`src/rtl/bitsum_pkg.sv`:
```
// Width and tree-shape helpers shared by the population-count adder tree.
package bitsum_pkg;

    function automatic int unsigned clog2_u(input int unsigned v);
        int unsigned r;
        r = 0;
        for (int unsigned i = 0; i < 32; i++)
            if ((64'd1 << i) < 64'(v)) r = i + 1;
        return r;
    endfunction

    function automatic int unsigned count_w(input int unsigned n);
        return clog2_u(n + 1);
    endfunction

    function automatic int unsigned num_levels(input int unsigned n);
        return clog2_u(n);
    endfunction

    // Operands present at tree level l: ceil(n / 2^l).
    function automatic int unsigned ops_at_level(input int unsigned n, input int unsigned l);
        return 32'((64'(n) + (64'd1 << l) - 64'd1) >> l);
    endfunction

endpackage

```
`src/rtl/bitsum_node.sv`:
```
// One adder-tree node: unsigned W-bit + W-bit sum with a carry bit.
module bitsum_node #(
    parameter int unsigned W = 1
) (
    input  logic [W-1:0] a,
    input  logic [W-1:0] b,
    output logic [W:0]   s
);

    always_comb s = {1'b0, a} + {1'b0, b};

endmodule

```
`src/rtl/bitsum_tree_pipe.sv`:
```
// Registered population count of an N-bit vector via a balanced adder tree.
// Define BITSUM_TREE_PIPELINE_EN to register every adder level (latency LEVELS+1).
module bitsum_tree_pipe
    import bitsum_pkg::*;
#(
    parameter int unsigned N     = 9,
    parameter int unsigned OUT_W = count_w(N)
) (
    input  logic             clk,
    input  logic             rst,
    input  logic             in_valid,
    input  logic [N-1:0]     in,
    output logic             out_valid,
    output logic [OUT_W-1:0] out
);

    localparam int unsigned LEVELS = num_levels(N);

    // Level l holds ceil(N/2^l) operands of width l+1; level 0 is the raw input bits.
    for (genvar l = 0; l <= LEVELS; l++) begin : g_lvl
        localparam int unsigned NOPS = ops_at_level(N, l);
        logic [l:0] op [NOPS];
        logic       vld;

        if (l == 0) begin : g_in
            always_comb begin
                for (int unsigned i = 0; i < N; i++) op[i] = in[i];
                vld = in_valid;
            end
        end else begin : g_add
            localparam int unsigned PREV = ops_at_level(N, l - 1);
            logic [l:0] sum [NOPS];

            for (genvar p = 0; p < NOPS; p++) begin : g_pair
                if (2 * p + 1 < PREV) begin : g_node
                    bitsum_node #(.W(l)) u_node (
                        .a (g_lvl[l-1].op[2*p]),
                        .b (g_lvl[l-1].op[2*p+1]),
                        .s (sum[p])
                    );
                end else begin : g_pass
                    always_comb sum[p] = {1'b0, g_lvl[l-1].op[2*p]};
                end
            end

`ifdef BITSUM_TREE_PIPELINE_EN
            always_ff @(posedge clk) begin
                if (rst) begin
                    vld <= 1'b0;
                    for (int unsigned i = 0; i < NOPS; i++) op[i] <= '0;
                end else begin
                    vld <= g_lvl[l-1].vld;
                    if (g_lvl[l-1].vld) op <= sum;
                end
            end
`else
            always_comb begin
                op  = sum;
                vld = g_lvl[l-1].vld;
            end
`endif
        end
    end

    // Data loads only on a qualified sample, so X on an idle input never reaches out.
    always_ff @(posedge clk) begin
        if (rst) begin
            out_valid <= 1'b0;
            out       <= '0;
        end else begin
            out_valid <= g_lvl[LEVELS].vld;
            if (g_lvl[LEVELS].vld) out <= OUT_W'(g_lvl[LEVELS].op[0]);
        end
    end

endmodule

```
`config.mk`:
```
export PLATFORM = sky130hd
export DESIGN_NAME = bitsum_tree_pipe
export DESIGN_NICKNAME = d
export VERILOG_FILES = /design/src/rtl/bitsum_pkg.sv /design/src/rtl/bitsum_node.sv /design/src/rtl/bitsum_tree_pipe.sv
export SDC_FILE = /design/constraint.sdc
export NUM_CORES = 1
export LEC_CHECK = 0
export ABC_CLOCK_PERIOD_IN_PS = 3700
export BUFFER_PORTS_ARGS = -buffer_cell sky130_fd_sc_hd__buf_2
export CORE_AREA = 4 4 41 43
export CTS_CLUSTER_SIZE = 12
export DETAILED_ROUTE_END_ITERATION = 10
export DIE_AREA = 0 0 45 47
export GPL_TIMING_DRIVEN = 0
export PLACE_DENSITY = 0.55
export SETUP_SLACK_MARGIN = 0.5
export SLEW_MARGIN = 10
export SYNTH_ARGS = -nofsm -noshare
export SYNTH_HDL_FRONTEND = slang
export SYNTH_SLANG_ARGS = --single-unit
```
`constraint.sdc`:
```
create_clock -name clk -period 3.7 [get_ports clk]
set_clock_uncertainty 0.1 [all_clocks]
set_input_delay 0.74 -clock clk [delete_from_list [all_inputs] [get_ports clk]]
set_output_delay 0.74 -clock clk [all_outputs]
set_load 0.02 [all_outputs]
```
==> out/qor.csv, run 1 <==
stage;metric;value;unit
drt;Antenna Violating Nets Remaining;0;
pwr;VDD IR max;0.195;mV
sta;Tmin final;3310;ps
final_layout;commonest non-fill, non-tap cell in the layout;buf_2;
clock_tree;H-tree levels;1;
synthesis;Seq/Total Area, Yosys;25.8;%
clock_tree;clk slew on worst S/H paths;40;ps
worst_setup_path;crit path DAT;3340;ps
drt;WL/cell;8.51;um
pwr;Leakage;0.000288;uW
worst_setup_path;Worst R2R Setup Slack;3020;ps
sta;final setup fails;0;
grt;GRT overflow;0;
final_layout;Area Overhead vs Synth;38.1;%
sta;Tcrit/Tclk final;89.4;%
worst_hold_path;worst hold path class;flop to flop;
synthesis;#FFs+latches synth;5;
drt;drt pass-1 iters;3;
pwr;Pwr Density;405;nW/um2
clock_tree;CTS sink count;5;
sta;setup TNS;0;ps
grt;largest net degree at the start of global routing;9;
worst_setup_path;Startpoint Class;primary input;
synthesis;Post-Syn Area;388;um2
drt;DRT iter0 DRCs;2;
worst_setup_path;Crit Path Max Fanout;2;
worst_setup_path;Reg-to-Reg Start;out[2];
sta;final hold violation count;0;
clock_tree;Num CTS Buffers;3;
synthesis;Post-Syn Instances;38;
synthesis;Net Count, Synth;57;
worst_setup_path;R2R cell count;2;
sta;Pins Over Slew Limit;0;
sta;unrepaired setup endpoints after global routing;true;
drt;Avg Vias per Cell;4.07;
sta;measured slew at the worst slew-check pin;151;ps
placement;port buffer count;15;
clock_tree;CTS tree;yes;
final_layout;share of cells above drive strength 1;48.3;%
synthesis;syn avg cell area;10.2;um2
worst_setup_path;RR Endpoint;out[2];
floorplanning;full die area;2120;um2
worst_hold_path;WHS Endpoint;out[3];
sta;Fmax achieved;302;MHz
floorplanning;Die H;47;um
floorplanning;IO Count;17;
synthesis;Synth cell types;13;
placement;gpl congestion;0.624;
floorplanning;Chip Width;45;um
drt;vias;297;
final_layout;most frequent cells in the layout;buf_2, inv_1, dfxtp_1;
job;max_cap viols;0;
grt;GRT Total Usage;8.43;%
grt;vias in the first global route;305;
floorplanning;# rows;13;
placement;dpl cell area;492;um2
worst_hold_path;min-delay src;out[3];
drt;Routed WL;621;um
floorplanning;core area;1300;um2
worst_hold_path;hold depth;2;
grt;first-pass GRT wire length;1240;um
worst_setup_path;critical path required time;3730;ps
placement;DPL Wire Length;513;um
worst_setup_path;CP Class;primary input to flop;
clock_tree;buffer levels on the longest clock path;2;
run_status;run status;completed;
drt;DRC viols;0;
synthesis;Synth Warn #;0;
floorplanning;Initial Util;29.8;%
worst_setup_path;crit end category;flop;
final_layout;Ant. Diodes;0;
clock_tree;clock root buffer;clkbuf_4;
grt;initial antenna violation count;0;
sta;slew margin rel.;89.9;%
final_layout;Nets;78;
final_layout;Design Area, Final;536;um2
clock_tree;Skew-Pair Late Insertion Delay;240;ps
worst max path at each step:
stage	from	end	slack (ps)	cells past startpoint
3_5_place_dp	in[0]	out[2]	80	10
3_3_place_gp	in[0]	out[2]	90	10
6_report	in[0]	out[2]	390	10
2_1_floorplan	in[0]	out[2]	300	9
4_1_cts	in[0]	out[2]	380	10
5_1_grt	in[0]	out[2]	300	10
critical path, cell delays in order:
cell and delay, ps:
buf_8 80, inv_8 20, fa_1 540, fa_1 420
fa_1 470, fa_2 360, fa_1 380, xnor2_1 130
mux2i_1 120, nor2_1 50
power breakdown:
| part | switching, uW | internal (uW) | total, uW |
|---|---|---|---|
| Combinational | 44.8 | 44.6 | 89.4 |
| Clock | 22.3 | 40.8 | 63.0 |
| Sequential | 3.35 | 61.0 | 64.3 |
| Total | 70.4 | 146 | 217 |
layer usage:
layer | global-route usage [%] | part of all wire, % | vias up
met1 | 10.2 | 42 | 140
met5 | 0 | 0 | -
met3 | 5.75 | 8.4 | 0
met4 | 1.75 | 0 | 0
li1 | - | - | 149
met2 | 12.4 | 50 | 8
sequential cells by signal, summed over array words and instances (netlist names):
name,cells
out,4
out_valid,1
cell families (layout without fill, tap and decap cells):
logic type                 after synthesis  count (layout)  synth area share [%]
and+or+nand+nor                          6               6                  9.68
adders and majority gates                7               7                  32.3
AOI/OAI and AO/OA                        4               4                  11.9
xor gates and xnor gates                 1               1                  2.26
buffers and inverters                   14              34                  15.5
muxes                                    1               1                  2.58
DFF                                      5               5                  25.8
per-stage QoR:
stage	hold slack (ps)	cells	util (%)	setup slack [ps]	total power (uW)
3_5_place_dp	374	68	37.8	81.0	152
4_1_cts	380	72	40.6	384	218
5_1_grt	393	73	41.2	296	238
6_report	374	73	41.2	391	217
2_1_floorplan	452	38	-	303	130
3_3_place_gp	366	68	37.8	87.0	152
area by class of cell:
cell class	count	area (um2)
fill	146	766
multi-input combinational	19	230
sequential	5	100
timing repair buffer	16	92.6
inverter	13	56.3
clock buffer	4	26.3
tap	15	18.8
buffer	1	11.3
Yosys cell counts:
cell	instances	area (um2)
nor2_1	3	11.3
fa_1	5	100
mux2i_1	1	10.0
inv_1	13	48.8
ha_1	2	25.0
a21oi_2	1	8.76
nand2b_4	1	13.8
a211oi_2	2	25.0
xnor2_1	1	8.76
o211ai_2	1	12.5
dfxtp_1	5	100
buf_6	1	11.3
nor2b_1	2	12.5
repair_timing:
action,CTS,global route
endpoints found under the setup margin,2,2
hold buffers,0,0
cloned,0,0
buffers inserted,0,1
pin swaps,1,1
endpoints found under the hold margin,0,0
resized for setup,3,1
Power figures use the tool's default switching activity.
==> inputs of run 2 (changes only) <==
PLACE_DENSITY = 0.68   (was 0.55)
SYNTH_HIERARCHICAL = 1   (was not set)
==> run 2 against run 1 <==
Synthesized area rose by 40%. Final cell count grew 33%. Non-clock buffer count did not move. Critical path type unchanged.
==> out/qor.csv, run 2 <==
stage;metric;value;unit
sta;setup TNS;0;ps
final_layout;most frequent cells in the layout;inv_1, buf_2, ha_1;
drt;vias;410;
floorplanning;core area;1300;um2
sta;final hold violation count;0;
clock_tree;H-tree levels;1;
worst_setup_path;Worst R2R Setup Slack;3020;ps
worst_hold_path;hold depth;2;
drt;DRT iter0 DRCs;0;
final_layout;Multi-input gate area;453;um2
sta;Tmin final;3220;ps
worst_setup_path;RR Endpoint;out[2];
clock_tree;CTS sink count;5;
worst_setup_path;Reg-to-Reg Start;out[2];
pwr;Pwr Density;435;nW/um2
clock_tree;Num CTS Buffers;3;
placement;Setup Slack @ Placement;179;ps
clock_tree;clk slew on worst S/H paths;40;ps
worst_hold_path;WHS Endpoint;out[3];
synthesis;Post-Syn Instances;59;
floorplanning;Chip Width;45;um
final_layout;Nets;112;
placement;port buffer count;15;
drt;DRC viols;0;
worst_setup_path;Crit-path slowest cell;fa_1;
worst_hold_path;worst hold path class;flop to flop;
drt;Avg Vias per Cell;4.23;
worst_setup_path;Most common cell on crit path;inv_2;
floorplanning;# rows;13;
final_layout;commonest non-fill, non-tap cell in the layout;inv_1;
grt;largest net degree at the start of global routing;6;
drt;WL/cell;9.42;um
drt;Routed WL;914;um
worst_setup_path;critical path required time;3720;ps
sta;unrepaired setup endpoints after global routing;true;
sta;final setup fails;0;
sta;Tcrit/Tclk final;87.1;%
worst_setup_path;crit end category;flop;
floorplanning;Initial Util;41.7;%
sta;Fmax achieved;310;MHz
final_layout;Storage cell area;100;um2
sta;Final Hold Slack;390;ps
clock_tree;CTS tree;yes;
placement;gpl congestion;0.674;
grt;GRT Total Usage;9.37;%
pwr;VDD IR max;0.280;mV
final_layout;Area Overhead vs Synth;44.5;%
clock_tree;number of buffers inserted by hold repair at cts;0;
job;max_cap viols;0;
synthesis;syn avg cell area;9.20;um2
worst_hold_path;min-delay src;out[3];
grt;first-pass GRT wire length;1450;um
final_layout;fillers;127;
final_layout;Largest regs;out x4, out_valid x1;
clock_tree;Skew-Pair Late Insertion Delay;230;ps
floorplanning;full die area;2120;um2
drt;Antenna Violating Nets Remaining;0;
grt;initial antenna violation count;0;
worst_setup_path;CP Class;primary input to flop;
sta;Setup WS post-layout;479;ps
worst_setup_path;Startpoint Class;primary input;
final_layout;Design Area, Final;785;um2
sta;Pins Over Slew Limit;0;
worst_setup_path;crit path DAT;3240;ps
final_layout;Largest register FFs;4;
placement;dpl cell area;703;um2
synthesis;Synth Warn #;6;
final_layout;Ant. Diodes;0;
worst_setup_path;slowest stage delay, CP;530;ps
worst_setup_path;Crit Path Max Fanout;2;
floorplanning;IO Count;17;
floorplanning;Die H;47;um
worst_setup_path;R2R cell count;2;
clock_tree;clock root buffer;clkbuf_4;
synthesis;Post-Syn Area;543;um2
placement;DPL Wire Length;822;um
final_layout;Largest Register;out;
final_layout;share of cells above drive strength 1;41.5;%
pwr;Leakage;0.000411;uW
grt;GRT overflow;0;
worst_setup_path;crit path cell chain;buf_6 > ha_4 > ha_4 > inv_2 > fa_1 > inv_2 > inv_2 > fa_1 > inv_1 > ha_1 > a21o_1 > a21oi_2 > xnor2_1 > mux2i_1 > nor2_1;
drt;drt pass-1 iters;1;
run_status;run status;completed;
clock_tree;buffer levels on the longest clock path;2;
grt;vias in the first global route;383;
## run 2: worst max-delay path by stage
stage,from,endpoint,cells past startpoint
after detailed placement,in[4],out[3],15
after floorplan,in[3],out[3],14
after CTS,in[4],out[3],15
after global routing,in[4],out[3],15
after global placement,in[3],out[3],15
final,in[4],out[3],15
## run 2: timing repair
item	4_1_cts	5_1_grt
gates resized for setup	9	0
endpoints found under the setup margin	2	2
buffers inserted	1	0
pin swaps	12	0
## run 2: final cells by class
| cell class | count | share of cell area (%) |
|---|---|---|
| Clock buffer | 4 | 3.35 |
| Buffer | 1 | 1.44 |
| Inverter | 18 | 8.61 |
| Sequential cell | 5 | 12.8 |
| Timing Repair Buffer | 16 | 13.7 |
| Tap cell | 15 | 2.39 |
| Multi-Input combinational cell | 38 | 57.7 |
## run 2: power by group
part           internal (uW)  leakage, uW  switching, uW
Clock                   40.6    0.0000150           19.4
Combinational            100     0.000355            107
Sequential              68.3    0.0000414           6.15
## run 2: layer usage
| layer | routed length, um | GRT usage [%] | vias to the layer above |
|---|---|---|---|
| li1 | - | - | 218 |
| met3 | 38 | 0 | 0 |
| met1 | 370 | 10.6 | 181 |
| met5 | 0 | 0 | - |
| met4 | 0 | 5.26 | 0 |
| met2 | 504 | 17.8 | 11 |
## run 2: critical path: cells and delay by family
kind / cells / cell delay [ps]
xor gates and xnor gates: 1 / 70
buffers and inverters: 5 / 300
muxes: 1 / 130
adders and majority gates: 5 / 1650
AOI/OAI and AO/OA: 2 / 310
and+or+nand+nor: 1 / 50
## run 2: through the flow
stage | total power, uW | util, % | std cells
after floorplan | 225 | - | 62
after global placement | 266 | 54.0 | 92
after detailed placement | 270 | 54.0 | 92
after CTS | 348 | 60.3 | 97
after global routing | 380 | 60.3 | 97
final | 342 | 60.3 | 97
==> inputs of run 3 (changes only) <==
BUFFER_PORTS_ARGS = not set   (was -buffer_cell sky130_fd_sc_hd__buf_2)
DONT_BUFFER_PORTS = 1   (was not set)
PLACE_DENSITY = 0.58   (was 0.68)
SLEW_MARGIN = not set   (was 10)
==> run 3 against run 2 <==
Sequential power increased by 26%. Core utilization down 10 points. Sequential share of layout area grew 2.5 points. Hold slack improved by 72 ps. Critical path depth decreased by 1. Non-clock buffer count down 16. Register-to-register slack worse by 120 ps. Maximum frequency grew 4.2%. Via count is 14% lower. Critical path type unchanged. Largest cell class unchanged. Largest power group unchanged.
==> out/qor.csv, run 3 (synthesis gave the netlist of run 2 again) <==
stage;metric;value;unit
drt;DRT iter0 DRCs;5;
clock_tree;H-tree levels;1;
clock_tree;CTS tree;yes;
sta;unrepaired setup endpoints after global routing;true;
grt;GRT overflow;0;
grt;largest net degree at the start of global routing;6;
sta;setup TNS;0;ps
worst_setup_path;crit end category;flop;
grt;first-pass GRT wire length;1250;um
drt;Avg Vias per Cell;4.33;
pwr;Pwr Density;486;nW/um2
sta;final hold violation count;0;
pwr;VDD IR max;0.333;mV
worst_setup_path;critical path required time;3740;ps
final_layout;Nets;96;
grt;vias in the first global route;355;
pwr;Leakage;0.000332;uW
floorplanning;full die area;2120;um2
clock_tree;buffer levels on the longest clock path;2;
job;max_cap viols;0;
floorplanning;Die H;47;um
run_status;run status;completed;
floorplanning;IO Count;17;
worst_setup_path;Crit Path Max Fanout;2;
final_layout;commonest non-fill, non-tap cell in the layout;inv_1;
drt;DRC viols;0;
drt;vias;351;
placement;gpl congestion;0.659;
drt;Routed WL;726;um
grt;initial antenna violation count;0;
worst_setup_path;Worst R2R Setup Slack;2900;ps
worst_setup_path;Worst Setup SP;in[3];
clock_tree;number of buffers inserted by hold repair at cts;0;
clock_tree;Skew-Pair Late Insertion Delay;240;ps
drt;WL/cell;8.96;um
drt;drt pass-1 iters;3;
final_layout;share of cells above drive strength 1;25.8;%
pwr;total power draw;318;uW
clock_tree;Num CTS Buffers;3;
worst_setup_path;crit path capture;out[3];
worst_setup_path;RR Endpoint;out[2];
sta;Tcrit/Tclk final;83.5;%
final_layout;Largest regs;out x4, out_valid x1;
drt;Antenna Violating Nets Remaining;0;
placement;port buffer count;0;
clock_tree;clock root buffer;clkbuf_4;
grt;GRT Total Usage;8.64;%
final_layout;Ant. Diodes;0;
clock_tree;CTS sink count;5;
clock_tree;clk slew on worst S/H paths;50;ps
worst_setup_path;R2R cell count;2;
worst_setup_path;crit path DAT;3130;ps
final_layout;Non-Filler Instances;81;
final_layout;Largest Register;out;
final_layout;Design Area, Final;654;um2
final_layout;Largest register FFs;4;
final_layout;most frequent cells in the layout;inv_1, ha_1, inv_2;
worst_hold_path;worst hold path class;primary input to flop;
floorplanning;Chip Width;45;um
worst_setup_path;Startpoint Class;primary input;
floorplanning;Initial Util;41.7;%
worst_setup_path;CP Class;primary input to flop;
placement;dpl cell area;628;um2
sta;Tmin final;3090;ps
placement;# placed instances;77;
sta;Fmax achieved;324;MHz
worst_setup_path;Reg-to-Reg Start;out[2];
final_layout;Area Overhead vs Synth;20.5;%
floorplanning;# rows;13;
placement;DPL Wire Length;676;um
floorplanning;core area;1300;um2
sta;final setup fails;0;
final_layout;fillers;126;
sta;Pins Over Slew Limit;0;
-- run 3: area by class of cell --
type                       instances  area (um2)  share of cell area [%]
buffer                             1        11.3                    1.72
clock buffer                       4        26.3                    4.02
inverter                          18        67.6                    10.3
multi-input combinational         38         430                    65.8
sequential                         5         100                    15.3
tap                               15        18.8                    2.87
-- run 3: power by group --
| group | internal [uW] | switching, uW |
|---|---|---|
| registers | 68.3 | 25.7 |
| logic | 80.6 | 80.0 |
| clock network | 40.8 | 22.6 |
-- run 3: worst max-delay path, stage by stage --
cell and delay, ps:
ha_4 250, ha_4 120, inv_2 30, fa_1 450, inv_2 80, inv_2 40
fa_1 540, inv_2 50, ha_1 260, a21o_1 170, a21oi_2 140, xnor2_1 80
mux2i_1 130, nor2_1 50
-- run 3: what timing repair did --
action	in CTS	in global routing
endpoints found under the setup margin	0	2
gates resized for setup	0	3
setup buffers	0	0
-- run 3: worst min-delay path by stage --
stage / from / to / slack, ps / cells after the start
detailed placement: out[0] / out[0] / 500 / 2
global placement: out[1] / out[1] / 500 / 2
CTS: rst / out[3] / 450 / 1
global route: rst / out_valid / 440 / 1
floorplan: out[0] / out[0] / 480 / 2
finish: rst / out[3] / 460 / 1
-- run 3: layer usage --
| layer | share of wire, % | wire length [um] | vias up | track usage, % |
|---|---|---|---|---|
| met5 | 0 | 0 | - | 0 |
| met4 | 0 | 0 | 0 | 5.26 |
| li1 | - | - | 187 | - |
| met3 | 7.9 | 57 | 0 | 4.21 |
| met2 | 52 | 380 | 10 | 15.3 |
| met1 | 40 | 288 | 154 | 8.03 |
-- run 3: metrics by stage --
stage	util (%)	hold WS, ps	setup WS [ps]
6_report	50.3	462	610
3_5_place_dp	48.3	498	306
4_1_cts	50.3	447	566
3_3_place_gp	48.3	501	306
5_1_grt	50.3	442	490
2_1_floorplan	-	479	424
